===== config.mk =====
export PLATFORM = sky130hd
export DESIGN_NAME = counter
export DESIGN_NICKNAME = d
export VERILOG_FILES = /design/src/rtl/counter.sv
export SDC_FILE = /design/constraint.sdc
export NUM_CORES = 1
export LEC_CHECK = 0
export ABC_AREA = 1
export CORE_AREA = 2 2 39 41
export CTS_CLUSTER_SIZE = 16
export DETAILED_ROUTE_END_ITERATION = 16
export DIE_AREA = 0 0 41 43
export PLACE_DENSITY_LB_ADDON = 0.3
export SLEW_MARGIN = 20
export SYNTH_ARGS = -nofsm -noshare
export SYNTH_HDL_FRONTEND = slang
export SYNTH_SLANG_ARGS = --single-unit

===== constraint.sdc =====
create_clock -name clk -period 0.8 [get_ports clk]
set_input_delay 0.08 -clock clk [delete_from_list [all_inputs] [get_ports clk]]
set_output_delay 0.08 -clock clk [all_outputs]
set_load 0.03 [all_outputs]

===== src/rtl/counter.sv =====
// Iteration counter for the shift-add multiplier: pulses `flag` after WORD_LENGTH enabled cycles.
// Optional build macro COUNTER_STICKY_FLAG_EN makes `flag` hold until reset instead of pulsing.
module counter #(
  parameter int WORD_LENGTH = 3
) (
  input  logic clk,
  input  logic reset,
  input  logic enable,
  output logic flag
);

  localparam int WORD  = 2 * WORD_LENGTH;
  localparam int CNT_W = ($clog2(WORD_LENGTH + 1) > 1) ? $clog2(WORD_LENGTH + 1) : 1;
  localparam logic [CNT_W-1:0] CNT_LAST = CNT_W'(WORD_LENGTH - 1);

  // A product narrower than 2 bits means WORD_LENGTH < 1.
  if (WORD < 2) begin : g_bad_word_length
    $error("counter: WORD_LENGTH must be 1 or greater (got %0d)", WORD_LENGTH);
  end

  logic [CNT_W-1:0] cnt_q;
  logic [CNT_W-1:0] cnt_d;
  logic             flag_q;
  logic             flag_d;
  logic             terminal;

  always_comb begin
    cnt_d    = cnt_q;
    flag_d   = 1'b0;
    terminal = (cnt_q == CNT_LAST);
`ifdef COUNTER_STICKY_FLAG_EN
    if (flag_q) begin
      // Latched done: counter frozen at zero until the next reset.
      flag_d = 1'b1;
      cnt_d  = '0;
    end else if (enable) begin
      if (terminal) begin
        cnt_d  = '0;
        flag_d = 1'b1;
      end else begin
        cnt_d = cnt_q + CNT_W'(1);
      end
    end
`else
    if (enable) begin
      if (terminal) begin
        cnt_d  = '0;
        flag_d = 1'b1;
      end else begin
        cnt_d = cnt_q + CNT_W'(1);
      end
    end
`endif
  end

  always_ff @(posedge clk) begin
    if (reset) begin
      cnt_q  <= '0;
      flag_q <= 1'b0;
    end else begin
      cnt_q  <= cnt_d;
      flag_q <= flag_d;
    end
  end

  assign flag = flag_q;

endmodule


==> metrics <==
cells after synthesis 16; crit-path max cell delay 0.31 ns; CP max-delay cell dfxtp_2; antenna cells 0; Worst-Skew Late Latency 0.23 ns; Yosys cell types 7; cell area after synthesis 121 um2; share of cells above drive strength 1 30.4%; MaxCap Viol Count 0; grt met1 use 4.15%; clock skew 0.00108 ns; Max FO, Critical Path 1; gpl congestion 0.581; TritonCTS Sinks 3; Nets 27; CTS max path bufs 2; Final Core Density 14.5%; post-CTS setup buffer count 0; initial antenna violation count 0; Via-to-Cell Ratio 3.13; power per standard cell area 2370 mW/mm2; worst relative slew slack 89.0%; met3 usage 6.28%; Critical path buffers and inverters 1; routed wire length 251 um; status finished, final reports clean; htree depth 1; vias in the first global route 123; Largest delay share family, worst path flip-flops; post-place instance area 169 um2; cts repair resizes 0; residual DRC count 0; LEAKAGE 0.0868 nW; Worst-Margin Slew 0.164 ns; critical path cell sequence buf_6; IO buf count 3; Mean Syn Cell Area 7.59 um2; warnings from Yosys 0; HP Start reset; post-route minimum period 0.744 ns; # rows 14; num ports 4; Initial Util 8.77%; core region area 0.00138 mm2; Worst Hold Class input port to flip-flop; first-pass GRT wire length 489 um; FF+latch count, synth 3; area delta synth->final 64.9%; final setup fails 0; final instance area 200 um2; RSZ-0062 raised after global routing no; HPWL after DPL 189 um; Die X 41 um; Final ANT Viol Nets 0; Hold WS 0.406 ns; largest net degree at the start of global routing 6; crit path DAT 0.66 ns; DIE AREA 0.00176 mm2; final-report max-slew violation count 0; DRT Pass-1 Iters 1; Die Ht 43 um; Crit path required time 0.72 ns; CTS root buf clkbuf_4; met2 Resource Use GR 5.31%; via count 122; startpoint class of the critical path flip-flop; VDD IR max 0.704 mV; worst setup path startpoint flag; GR Overflow Total 0; sequential area share after synthesis 49.5%; fmax 1340 MHz; period utilization 93.0%; Setup Crit Path Kind flip-flop to output pin; Clk pin slew, worst setup/hold paths 0.04 ns; CTS tree yes; cts hold-fix bufs 0; CTS Buf Count 3; drt first-iter violations 0; Crit. End Element output pin; wire length per cell 6.44 um; reg2reg start cnt_q[1]; Final Hold Viols 0; total track usage 5.11%; gr busiest metal met3; syn_nets 19
==> placed cells by master, fill, tap and decap left out, drive strengths merged <==
cell | synthesis | final
inv | 4 | 4
dfxtp | 3 | 3
nand2 | 3 | 3
nor2 | 2 | 2
a21oi | 2 | 2
clkdlybuf4s50 | 0 | 2
o21ai | 1 | 1
nand3 | 1 | 1
clkbuf | 0 | 4
buf | 0 | 1
==> stage by stage <==
stage	setup TNS, ns	worst slack, ns	total power, mW	instances
3_3_place_gp	-0.255	-0.120	0.210	35
3_5_place_dp	-0.336	-0.149	0.214	35
5_1_grt	0	0.0187	0.510	39
4_1_cts	0	0.0252	0.486	39
2_1_floorplan	0	0.172	0.194	16
6_report	0	0.0561	0.474	39
==> registers in the layout, indices dropped and copies added (netlist names) <==
name	cells
cnt_q	2
flag	1
==> cells by family (layout without fill, tap and decap cells) <==
group           Yosys count  in the layout  synth area share [%]
simple gates              6              6                  19.6
buf+inv                   4             11                  12.4
compound gates            3              3                  18.6
flops                     3              3                  49.5
==> report_power, final <==
group / internal [mW] / total, mW / switching [mW]
clock network: 0.187 / 0.261 / 0.0745
registers: 0.160 / 0.168 / 0.00767
logic: 0.0220 / 0.0447 / 0.0227
==> cell type report <==
type / count / area (um2)
fillers: 156 / 1180
flip-flops and latches: 3 / 61.3
multi-input cells: 9 / 46.3
inverters: 4 / 15.0
clock buffers: 4 / 26.3
well taps: 16 / 20.0
repair buffers: 3 / 31.3
==> path summary, 6_finish.rpt <==
kind                    to  slack [ns]  cells after the start
setup reg to reg  cnt_q[1]        0.11                      3
hold / removal        flag        0.41                      2
setup / recovery      flag        0.06                      1
hold reg to reg       flag        0.48                      2
==> metal layers <==
metal,vias to the layer above,share of wire (%)
met5,-,0
met4,0,3.2
met3,2,8.4
met2,3,44
met1,54,43
li1,63,-
==> synth_stat cells <==
| cell | instances | area [um2] |
|---|---|---|
| inv_1 | 4 | 15.0 |
| dfxtp_1 | 3 | 60.1 |
| nand2_1 | 3 | 11.3 |
| a21oi_2 | 2 | 17.5 |
| nor2_1 | 2 | 7.51 |
| nand3_1 | 1 | 5.00 |
| o21ai_1 | 1 | 5.00 |
No activity file was read; power rests on OpenSTA's default activity.
==> edit (same settings) <==
Make the reset (`reset`) asynchronous in one clocked block.
--- a/src/rtl/counter.sv
+++ b/src/rtl/counter.sv
@@ -53,7 +53,7 @@
 `endif
   end
 
-  always_ff @(posedge clk) begin
+  always_ff @(posedge clk or posedge reset) begin
     if (reset) begin
       cnt_q  <= '0;
       flag_q <= 1'b0;
Function: differs if reset is asserted again (counterexample within 4 cycles, from zero or initial values and one cycle with reset high); with reset held inactive, the same outputs for 10 cycles.
==> edit against the original RTL <==
- the flow now finishes with violations (negative setup slack)
- area after synthesis unchanged
- setup slack worse by 0.068 ns
- die area unchanged
- critical path type unchanged
- first-iteration DRC count up 4
- wire length up 1.2%
- clock skew down 0.00056 ns
- maximum frequency down 8.4%
- sequential cell count unchanged
- design area down 0.62%
Power is not compared: it rests on default switching activity, and its combinational part moved more than twofold at a synthesized area within 25%.
==> edit: results (changes against the original RTL) <==
Vias 111 (-9.0%); Post-CTS Resized 1 (+1); Post-synth top cells nand2_1 (6), dfrtp_1 (3), inv_1 (3); Crit Path Max Fanout 1 (unchanged); Unique masters post-synth 5 (-2); most common flop cell mapped by yosys dfrtp_1; sw frac 29.79%; Reg with most FFs cnt_q; peak supply drop 1101 uV; setup ws final -0.01224 ns (-0.06836 ns); max FFs per register 2 (unchanged); Slowest-stage cell, CP dfrtp_1; clk_lat worst skew 0.23 ns (about the same); RD Place Congestion 0.6082 (+4.7%); largest net degree at the start of global routing 5 (-1); status finished with violations; ranking of synthesized cells by area dfrtp_1 (62%), nand2_1 (19%), inv_1 (9.3%); HP Class input port to async pin; clk slew on worst S/H paths 0.04 ns (about the same); worst slack, placed -0.1056 ns (+0.04315 ns); Worst Clk Skew 0.0005149 ns (-0.0005635 ns); PortBufs 3 (unchanged); DRT iter0 DRCs 4 (+4); drt wl/cell 6.684 um (+3.9%); net count after synthesis 18 (-1); Finish-stage setup viols 1 (+1); layout cells sized above 1 18.18% (-12 points); Worst EP arrival 0.73 ns (+0.07 ns); FILL cells 151 (-3.2%); placed inst area 168.9 sq um (unchanged); fin nets 26 (-3.7%); placed cell count 34 (-2.9%); Async SR Flop Fraction 100.0% (+100 points); vias in the first global route 123 (unchanged); drt pass-1 iters 3 (+2); Clock Path Buffers 2 (unchanged); vias per cell 2.921 (-6.6%); Setup Fix Bufs, Post-CTS 0 (unchanged); first-pass GRT wire length 448 um (-8.4%); Mapped Cells 15 (-1); register area share after synthesis 61.86% (+12 points); Total GRT Usage 5.030% (-0.080 points); violated checks negative setup slack; CTS H-tree depth 1 (unchanged); post-route setup TNS -0.01224 ns (-0.01224 ns); initial antenna violation count 0 (unchanged); Crit path largest cell delay 0.36 ns (+0.05 ns); Tightest Pin Transition 0.1376 ns (-0.02661 ns); TritonCTS Buffers 3 (unchanged)
-- edit: cell types whose count changed after synthesis --
cell,change
dfrtp_1,+3
nand2_1,+3
dfxtp_1,-3
a21oi_2,-2
o21ai_1,-1
inv_1,-1
-- edit: metal layers --
layer	wire length [um]	vias to the layer above	GRT usage (%)	part of all wire [%]
met5	0	-	0	0
met4	6	0	4.000	2.4
met3	30	2	9.424	12
met2	99	4	4.688	39
met1	117	49	3.560	46
li1	-	56	-	-
-- edit: kinds of logic (layout without fill, tap and decap cells) --
family                 Yosys count  in the layout  share of synthesized area, %
buffers and inverters            3             10                         9.278
flip-flops                       3              3                         61.85
AND/OR/NAND/NOR                  9              9                         28.86
-- edit: layout make-up --
type                            instances  area [sq um]  share of cell area [%]
Clock buffer                            4         26.28                   13.21
Inverter                                3         11.26                   5.660
Tap cell                               16         20.02                   10.06
Sequential cell                         3         75.07                   37.74
Timing Repair Buffer                    3         31.28                   15.72
Multi-Input combinational cell          9         35.03                   17.61
-- edit: power by group through the flow --
stage          registers [mW]  clock network [mW]  logic (mW)
3_3_place_gp            0.238                   0       0.107
3_5_place_dp            0.245                   0       0.117
5_1_grt                 0.254               0.307       0.134
2_1_floorplan           0.253                   0      0.0604
6_report                0.245               0.265       0.120
4_1_cts                 0.245               0.281       0.123
-- edit: worst paths after layout --
| kind | endpoint | cells past startpoint | slack, ns | start |
|---|---|---|---|---|
| hold / removal | cnt_q[1] | 2 | 0.02 | reset |
| hold reg to reg | flag | 1 | 0.48 | cnt_q[0] |
| setup reg to reg | cnt_q[0] | 3 | 0.11 | cnt_q[1] |
| setup / recovery | flag | 1 | -0.01 | flag |
| min in group clk | flag | 1 | 0.48 | cnt_q[0] |
| max in group asynchronous | flag | 2 | 0.65 | reset |
